File: src/rtl/uart_rx.sv
// UART receiver: 2-flop synchronized input, mid-bit sampling, one-byte holding register with ready/valid.
// Define UART_RX_PARITY_EN for 8E1 framing (even parity); default build is 8N1.
module uart_rx #(
    parameter int CLKS_PER_BIT = 434
) (
    input  logic       clk,
    input  logic       rst,
    input  logic       rx_pin,
    output logic [7:0] rx_data,
    output logic       rx_valid,
    input  logic       rx_ready,
    output logic       frame_err,
    output logic       parity_err,
    output logic       overrun_err
);

    // state  | meaning
    // IDLE   | line idle, waiting for a high-to-low edge
    // START  | half-bit wait, then confirm start bit is still low
    // DATA   | sampling 8 data bits, LSB first
    // PARITY | sampling even-parity bit (parity build only)
    // STOP   | sampling stop bit, deliver or flag the byte
    // BREAK  | line held low after a framing error, wait for high
`ifdef UART_RX_PARITY_EN
    typedef enum logic [2:0] {IDLE, START, DATA, PARITY, STOP, BREAK} state_t;
`else
    typedef enum logic [2:0] {IDLE, START, DATA, STOP, BREAK} state_t;
`endif

    localparam logic [15:0] FULL_CNT = 16'(CLKS_PER_BIT - 1);
    localparam logic [15:0] HALF_CNT = 16'(CLKS_PER_BIT / 2 - 1);

    state_t      state, state_nxt;
    logic [15:0] cnt, cnt_nxt;
    logic [2:0]  bit_idx, bit_idx_nxt;
    logic [7:0]  shreg, shreg_nxt;
    logic        rx_meta, rx_s, rx_d;
    logic [1:0]  sync_age;
    logic        byte_done, frame_set;
`ifdef UART_RX_PARITY_EN
    logic        par_bit, par_nxt, parity_set;
`endif

    // rx_d is held low until the synchronizer has flushed its reset value, so a line
    // that is already low when reset releases is never mistaken for a start edge.
    always_ff @(posedge clk or posedge rst) begin
        if (rst) begin
            rx_meta  <= 1'b1;
            rx_s     <= 1'b1;
            rx_d     <= 1'b0;
            sync_age <= 2'd0;
        end else begin
            rx_meta <= rx_pin;
            rx_s    <= rx_meta;
            rx_d    <= (sync_age == 2'd2) ? rx_s : 1'b0;
            if (sync_age != 2'd2)
                sync_age <= sync_age + 2'd1;
        end
    end

    always_ff @(posedge clk or posedge rst) begin
        if (rst) begin
            state   <= IDLE;
            cnt     <= '0;
            bit_idx <= '0;
            shreg   <= '0;
`ifdef UART_RX_PARITY_EN
            par_bit <= 1'b0;
`endif
        end else begin
            state   <= state_nxt;
            cnt     <= cnt_nxt;
            bit_idx <= bit_idx_nxt;
            shreg   <= shreg_nxt;
`ifdef UART_RX_PARITY_EN
            par_bit <= par_nxt;
`endif
        end
    end

    always_comb begin
        state_nxt   = state;
        cnt_nxt     = cnt;
        bit_idx_nxt = bit_idx;
        shreg_nxt   = shreg;
        byte_done   = 1'b0;
        frame_set   = 1'b0;
`ifdef UART_RX_PARITY_EN
        par_nxt     = par_bit;
        parity_set  = 1'b0;
`endif
        case (state)
            IDLE: begin
                if (rx_d && !rx_s) begin
                    state_nxt = START;
                    cnt_nxt   = HALF_CNT;
                end
            end
            START: begin
                if (cnt == '0) begin
                    if (!rx_s) begin
                        state_nxt   = DATA;
                        cnt_nxt     = FULL_CNT;
                        bit_idx_nxt = '0;
                    end else begin
                        state_nxt = IDLE;
                    end
                end else begin
                    cnt_nxt = cnt - 16'd1;
                end
            end
            DATA: begin
                if (cnt == '0) begin
                    shreg_nxt   = {rx_s, shreg[7:1]};
                    cnt_nxt     = FULL_CNT;
                    bit_idx_nxt = bit_idx + 3'd1;
                    if (bit_idx == 3'd7) begin
`ifdef UART_RX_PARITY_EN
                        state_nxt = PARITY;
`else
                        state_nxt = STOP;
`endif
                    end
                end else begin
                    cnt_nxt = cnt - 16'd1;
                end
            end
`ifdef UART_RX_PARITY_EN
            PARITY: begin
                if (cnt == '0) begin
                    par_nxt   = rx_s;
                    cnt_nxt   = FULL_CNT;
                    state_nxt = STOP;
                end else begin
                    cnt_nxt = cnt - 16'd1;
                end
            end
`endif
            STOP: begin
                if (cnt == '0) begin
                    if (!rx_s) begin
                        frame_set = 1'b1;
                        state_nxt = BREAK;
                    end else begin
                        state_nxt = IDLE;
`ifdef UART_RX_PARITY_EN
                        if (^{shreg, par_bit})
                            parity_set = 1'b1;
                        else
                            byte_done = 1'b1;
`else
                        byte_done = 1'b1;
`endif
                    end
                end else begin
                    cnt_nxt = cnt - 16'd1;
                end
            end
            BREAK: begin
                if (rx_s)
                    state_nxt = IDLE;
            end
            default: state_nxt = IDLE;
        endcase
    end

    // A new byte always wins over a same-cycle handshake; it only counts as an
    // overrun when the old byte was neither consumed before nor in this cycle.
    always_ff @(posedge clk or posedge rst) begin
        if (rst) begin
            rx_data     <= 8'h00;
            rx_valid    <= 1'b0;
            frame_err   <= 1'b0;
            overrun_err <= 1'b0;
        end else begin
            frame_err   <= frame_set;
            overrun_err <= byte_done && rx_valid && !rx_ready;
            if (byte_done) begin
                rx_data  <= shreg;
                rx_valid <= 1'b1;
            end else if (rx_valid && rx_ready) begin
                rx_valid <= 1'b0;
            end
        end
    end

`ifdef UART_RX_PARITY_EN
    always_ff @(posedge clk or posedge rst) begin
        if (rst)
            parity_err <= 1'b0;
        else
            parity_err <= parity_set;
    end
`else
    assign parity_err = 1'b0;
`endif

endmodule

File: config.mk
export PLATFORM = sky130hd
export DESIGN_NAME = uart_rx
export DESIGN_NICKNAME = d
export VERILOG_FILES = /design/src/rtl/uart_rx.sv
export SDC_FILE = /design/constraint.sdc
export NUM_CORES = 1
export LEC_CHECK = 0
export ABC_AREA = 1
export BUFFER_PORTS_ARGS = -buffer_cell sky130_fd_sc_hd__clkbuf_2
export CORE_MARGIN = 2
export CORE_UTILIZATION = 25
export CTS_CLUSTER_SIZE = 14
export DETAILED_ROUTE_END_ITERATION = 6
export SETUP_SLACK_MARGIN = 0.4
export SYNTH_ARGS = -nofsm -noshare
export SYNTH_HDL_FRONTEND = slang
export SYNTH_SLANG_ARGS = --single-unit
export TNS_END_PERCENT = 100
File: constraint.sdc
create_clock -name clk -period 4.59 [get_ports clk]
set_input_delay 0.459 -clock clk [delete_from_list [all_inputs] [get_ports clk]]
set_output_delay 0.459 -clock clk [all_outputs]
set_load 0.005 [all_outputs]
==> impl_results.md, run 1 <==
- Post-layout minimum cycle time: 1740 ps
- Detailed Routing Iterations Pass 1: 4
- CP max-delay cell: dfrtp_1
- Total gr overflow: 0
- Register area: about 1200 µm²
- I/O pin count: 16
- CTS H-tree depth: 2
- Critical path class: flip-flop to flip-flop
- Routed wire length: about 4.7 mm
- CTS buffer count: 5
- Antenna violations before repair: 0
- Vias in the first global route: 1872
- Fmax: 0.574 GHz
- Worst endpoint required time: 4780 ps
- Count of pins over their slew limit: 0
- Fin nets: 332
- Horiz. Die Dim: ~100 µm
- Largest net degree at the start of global routing: 47
- Remaining DRCs: 0
- Fillers: 1105
- Syn_area_per_cell: 8.16 µm²
- CTS resizes: 0
- RD Place Congestion: between 0.8 and 0.9
- Die area: 10800 µm²
- Area growth syn-to-layout: 11.3%
- Top post-synthesis cells by area: dfrtp_1, nand2_1, inv_1, nor2_1, nand3_1
- Initial DRC Count: 100
- Crit-path cells: inv_1 > ha_1 > nand3_1 > nor2_4 > nand2_4 > clkinv_2 > nand3_4 > nand2_1 > o21ai_2
- Synth cell types: 35
- Core Box Area: 9730 µm²
- Crit-path max FO: 18
- CP Launch Type: flip-flop
- CP bufs+invs: 2
- Root buf cell: clkbuf_8
- Overall Global Routing Usage: under 10%
- Leak: 1.40 nW
- Clock Latency Late Sink: roughly 300 ps
- CP endpoint kind: flip-flop
- Multi-input gate area: 1140 µm²
- Clock Sinks: 46
- Clock skew: 6.26 ps
- Total placed cells including tap cells: 449
- Final hold violations: 0
- Slew HR: 36.0%
- Non-Filler Instances: between 400 and 500
- Yosys reg bits: 46
- PortBufs: 14
- HPWL after DPL: 3.55 mm
- Largest buffer count on any clock path: 2
- Peak VDD IR: between 0.15 and 0.2 mV
- Area share of the largest cell type after synthesis: 44.0%
- Period utilization: 38.0%
- Layout cells sized above 1: 18.5%
- Crit path arrival time: 1930 ps
- Mean routed wirelength per cell: 10.4 µm
- Syn nets: 316
- Setup Buffers After CTS: 0
- Worst slew pin tran: around 960 ps
- RSZ-0062 raised after global routing: no
- Critical path's top delay family: simple AND/OR/NAND/NOR gates
- First-pass GRT wire length: 8.58 mm
- Vias per inst: 4.18
- DRT antenna net count: 0
- Status: finished, final reports clean
- Worst Hold Class: input port to flip-flop
- Die height: 104 µm
- PwrDens: 432 nW/µm²
- DR vias: between 1500 and 2000
- # hold bufs at CTS: 0
- Clock transition at the registers of the reported paths: 90 ps
- Yosys warns: 0
- Max_cap viols: 0
- Register area share after synthesis: 46.1%
- Row count: 36
- Post-Syn Area: 2500 µm²
- Synth area leader: dfrtp_1
- Final setup violation count: 0
- Antenna cell count: 0
- Initial Utilization: ~26%
- Cells after Synth: 307
- CP peak stage delay: 410 ps
- TritonCTS clock tree: yes
- Sum Neg Setup Slack: 0 ps
cells by family (layout without fill, tap and decap cells):
family	count (synthesis)	in the layout	synth area share [%]
XOR/XNOR	4	4	1.40
other	1	1	0.150
flip-flops	46	46	46.1
AO/OA/AOI/OAI	34	34	8.69
buffers and inverters	50	67	8.49
AND/OR/NAND/NOR	167	167	32.7
adder cells (fa/ha/maj)	5	5	2.50
worst register-to-register path: stages, from the launching register on:
cell and delay (ps):
dfrtp_1 410, inv_1 110, ha_1 180, nand3_1 120
nor2_4 200, nand2_4 90, clkinv_2 80, nand3_4 220
nand2_1 160, o21ai_2 60
per-stage QoR:
stage | util (%) | cell area (µm²) | power, W | setup slack (ps) | hold slack (ps)
2_1_floorplan | - | 2500 | 0.000869 | 3050 | 345
4_1_cts | 28.7 | 2790 | 0.00122 | 2820 | 222
6_report | 28.7 | 2790 | 0.00121 | 2850 | 234
3_3_place_gp | 27.7 | 2700 | 0.000950 | 2890 | 346
5_1_grt | 28.7 | 2790 | 0.00130 | 2660 | 214
3_5_place_dp | 27.7 | 2700 | 0.000961 | 2840 | 347
cell type report:
cell class,instances,area share (%)
Inverter,45,6.10
Tap cell,133,5.97
Clock inverter,3,0.763
Timing Repair Buffer,14,2.51
Multi-Input combinational cell,211,40.8
Clock buffer,5,2.47
Sequential cell,46,41.4
state kept, by name, indices dropped and copies added, names as in the netlist:
register,count
cnt,16
rx_data,8
shreg,8
bit_idx,3
state,3
sync_age,2
frame_err,1
overrun_err,1
rx_d,1
rx_meta,1
rx_s,1
rx_valid,1
synth_stat cells:
cell,instances
o31ai_1,1
inv_1,41
xor2_1,3
dfstp_2,2
buf_2,1
o21ai_2,8
xnor2_1,1
nor2_4,3
buf_6,2
a21oi_2,1
nand3_1,20
ha_1,5
a21oi_4,1
o21ai_0,9
nor2_2,5
nand4_1,8
nor2_8,1
nor2_1,38
nor3_2,1
dfrtp_1,44
nand3b_1,1
o21ai_1,12
nand2_2,3
nand3_2,1
conb_1,1
nand4_2,1
inv_2,3
buf_4,2
a21oi_1,2
nor3_4,1
nor3_1,1
nand3_4,2
clkinv_2,1
nand2_1,78
nand2_4,3
metal layers:
metal | part of all wire (%) | track usage, % | vias to the layer above
li1 | - | - | 993
met1 | 50 | 12.3 | 893
met2 | 46 | 15.9 | 18
met3 | 2.7 | 2.07 | 8
met4 | 1.2 | 2.70 | 0
met5 | 0 | 0 | -
final timing paths:
path / start / to / slack [ps] / cells after the start
setup / recovery: cnt[0]$_DFFE_PP0P_ / rx_data[7]$_DFFE_PP0P_ / 2850 / 9
min in group asynchronous: rst / cnt[10]$_DFFE_PP0P_ / 360 / 2
setup reg to reg: cnt[0]$_DFFE_PP0P_ / rx_data[7]$_DFFE_PP0P_ / 2850 / 9
hold / removal: rx_pin / rx_meta$_DFF_PP1_ / 230 / 1
max in group asynchronous: rst / rx_data[0]$_DFFE_PP0P_ / 3640 / 2
hold reg to reg: rx_meta$_DFF_PP1_ / rx_s$_DFF_PP1_ / 360 / 0
report_power, final:
group	internal, W	switching, W
clock	0.000107	0.000145
sequential	0.000454	0.0000564
combinational	0.000141	0.000301
layout by cell type, fill, tap and decap left out, drive strengths merged:
master / Yosys / layout
nor3: 3 / 3
clkinvlp: 0 / 1
o21ai: 29 / 29
nand2: 84 / 84
nand4: 9 / 9
a21oi: 4 / 4
inv: 44 / 44
dfrtp: 44 / 44
nand3b: 1 / 1
ha: 5 / 5
clkinv: 1 / 3
dfstp: 2 / 2
conb: 1 / 1
nand3: 23 / 23
nor2: 47 / 47
xnor2: 1 / 1
o31ai: 1 / 1
xor2: 3 / 3
clkbuf: 0 / 19
Power figures use the tool's default switching activity.
==> run 2: changes to the inputs <==
==> constraint.sdc (replaced) <==
create_clock -name clk -period 1.7 [get_ports clk]
set_input_delay 0.17 -clock clk [delete_from_list [all_inputs] [get_ports clk]]
set_output_delay 0.17 -clock clk [all_outputs]
set_load 0.005 [all_outputs]
==> run 2 against run 1 <==
Effect of this change: critical path depth is the same; combinational power grew to 4.0 times the previous value; global-route usage grew 1.3 points; largest cell class is now multi-input gates; clock skew grew 6.0 ps; fmax grew 10%.
==> impl_results.md, run 2 (synthesis results as in run 1) <==
- Status: finished, final reports clean
- Fmax: 0.632 GHz (+10%)
- Worst R2R Path Depth: 9 (unchanged)
- DR vias: 2110 (+10%)
- Crit-path max FO: 5 (-13)
- Peak VDD IR: 0.453 mV (+130%)
- Area growth syn-to-layout: 32.4%
- Biggest regs: cnt: 16 flops, rx_data: 8 flops, shreg: 8 flops
- Period utilization: 93.0% (+55 points)
- Die height: 104 µm (unchanged)
- TritonCTS clock tree: yes
- Total gr overflow: 0 (unchanged)
- Max_cap viols: 0 (unchanged)
- Largest buffer count on any clock path: 2 (unchanged)
- Clock Latency Late Sink: 310 ps (about the same)
- PortBufs: 14 (unchanged)
- Antenna cell count: 0 (unchanged)
- Final core utilization: 34.1% (+5.4 points)
- Post-layout minimum cycle time: 1580 ps (-161 ps)
- Count of pins over their slew limit: 0 (unchanged)
- Die area: 10800 µm² (unchanged)
- Clock skew: 12.2 ps (+5.96 ps)
- Initial DRC Count: 74 (-26%)
- Placement Cell Area: 2810 µm² (+4.1%)
- Antenna violations before repair: 0 (unchanged)
- Non-Filler Instances: 483 (+5.7%)
- Root buf cell: clkbuf_8
- R2R setup slack: 120 ps (-2730 ps)
- Final setup violation count: 0 (unchanged)
- First-pass GRT wire length: 9.76 mm (+14%)
- Design Area, Final: 3320 µm² (+19%)
- Critical path class: flip-flop to flip-flop
- Crit. Startpoint: cnt[0]$_DFFE_PP0P_
- Final hold violations: 0 (unchanged)
- Sum Neg Setup Slack: 0 ps (unchanged)
- CTS buffer count: 5 (unchanged)
- Hold EP: overrun_err$_DFF_PP0_
- Crit path arrival time: 1790 ps (-140 ps)
- Layout cells sized above 1: 35.1% (+17 points)
- PwrDens: 1250 nW/µm² (+190%)
- Horiz. Die Dim: 104 µm (unchanged)
- RSZ-0062 raised after global routing: yes
- Min-delay src: rx_ready
- Vias in the first global route: 2107 (+13%)
- DRT antenna net count: 0 (unchanged)
- Mean routed wirelength per cell: 11.8 µm (+14%)
- Leak: 1.60 nW (+14%)
- Hold Path Stages: 2 (+1)
- Reg with most FFs: cnt
- Worst slew pin tran: 563 ps (-395 ps)
- Most frequent cells in the layout: nand2_1, dfrtp_1, inv_1, nor2_1
- Initial Utilization: 25.7% (unchanged)
- Reg-to-reg startpoint: cnt[0]$_DFFE_PP0P_
- CTS H-tree depth: 2 (unchanged)
- Clock transition at the registers of the reported paths: 100 ps (about the same)
- Worst Hold Class: input port to flip-flop
- Final Hold Slack: 59.3 ps (-175 ps)
- Slew HR: 62.4% (+26 points)
- Routed wire length: 5.70 mm (+20%)
- CP Launch Type: flip-flop
- RD Place Congestion: 0.851 (+6.2%)
- Reg-to-Reg End: cnt[10]$_DFFE_PP0P_
- Clock Sinks: 46 (unchanged)
- Total placed cells including tap cells: 452 (+0.67%)
- Worst endpoint required time: 1910 ps (-2870 ps)
- Core Box Area: 9730 µm² (unchanged)
- CP endpoint kind: flip-flop
- Vias per inst: 4.37 (+4.4%)
- Commonest non-fill, non-tap cell in the layout: nand2_1
- Detailed Routing Iterations Pass 1: 4 (unchanged)
- Remaining DRCs: 0 (unchanged)
- Largest register FFs: 16 (unchanged)
- I/O pin count: 16 (unchanged)
- Overall Global Routing Usage: 10.8% (+1.3 points)
- Row count: 36 (unchanged)
- HPWL after DPL: 3.70 mm (+4.4%)
- Largest net degree at the start of global routing: 27 (-43%)
- Fin nets: 358 (+7.8%)
[run 2: cell count changes in the layout (fill, tap and decap cells not counted), sizes merged]
cell,previous run,this run
clkinv,3,2
dlygate4sd3,0,2
buf,0,20
nand3,23,27
bufinv,0,2
clkinvlp,1,0
[run 2: worst max path at each step]
stage,to,depth (start not counted)
2_1_floorplan,overrun_err$_DFF_PP0_,9
3_3_place_gp,cnt[8]$_DFFE_PP0P_,7
3_5_place_dp,rx_data[6]$_DFFE_PP0P_,9
4_1_cts,cnt[1]$_DFFE_PP0P_,9
5_1_grt,cnt[10]$_DFFE_PP0P_,9
6_report,cnt[10]$_DFFE_PP0P_,9
[run 2: report_power, final]
part | total, W | switching (W) | internal [W]
sequential | 0.00139 | 0.000156 | 0.00123
clock | 0.000994 | 0.000405 | 0.000589
combinational | 0.00176 | 0.00109 | 0.000673
total | 0.00414 | 0.00165 | 0.00250
[run 2: repair_timing]
action                                 4_1_cts  5_1_grt
resized for setup                           23       27
hold buffers                                 2        0
setup endpoints to repair                   41       41
pin swaps                                    6        5
setup buffers                               11        6
cloned                                       4        0
endpoints found under the hold margin       24        0
[run 2: layout make-up]
cell class	count	area, µm²
Clock inverter	3	68.8
Tap cell	133	166
Sequential cell	46	1160
Timing Repair Buffer	36	269
Clock buffer	5	68.8
Fill cell	1025	6410
Inverter	45	189
Multi-Input combinational cell	215	1400
[run 2: worst max-delay path: stages, from the launching register on]
cell	delay (ps)
dfrtp_1	420
inv_2	100
ha_4	140
nand3_2	70
nor2_4	180
nand2_4	130
nand2_4	110
nand4_4	140
inv_4	120
nor2_1	50
[run 2: metrics by stage]
stage               worst slack [ps]  total power, W
floorplan                        305         0.00243
global placement                 130         0.00268
detailed placement              89.8         0.00270
CTS                              145         0.00397
global route                    16.7         0.00443
finish                           118         0.00414
[run 2: metal layers]
| layer | part of all wire, % | vias to the layer above | global-route usage (%) |
|---|---|---|---|
| met5 | 0 | - | 0 |
| met4 | 0.74 | 0 | 2.22 |
| met3 | 2.2 | 6 | 2.26 |
| met2 | 51 | 15 | 19.2 |
| met1 | 46 | 1023 | 13.6 |
| li1 | - | 1066 | - |
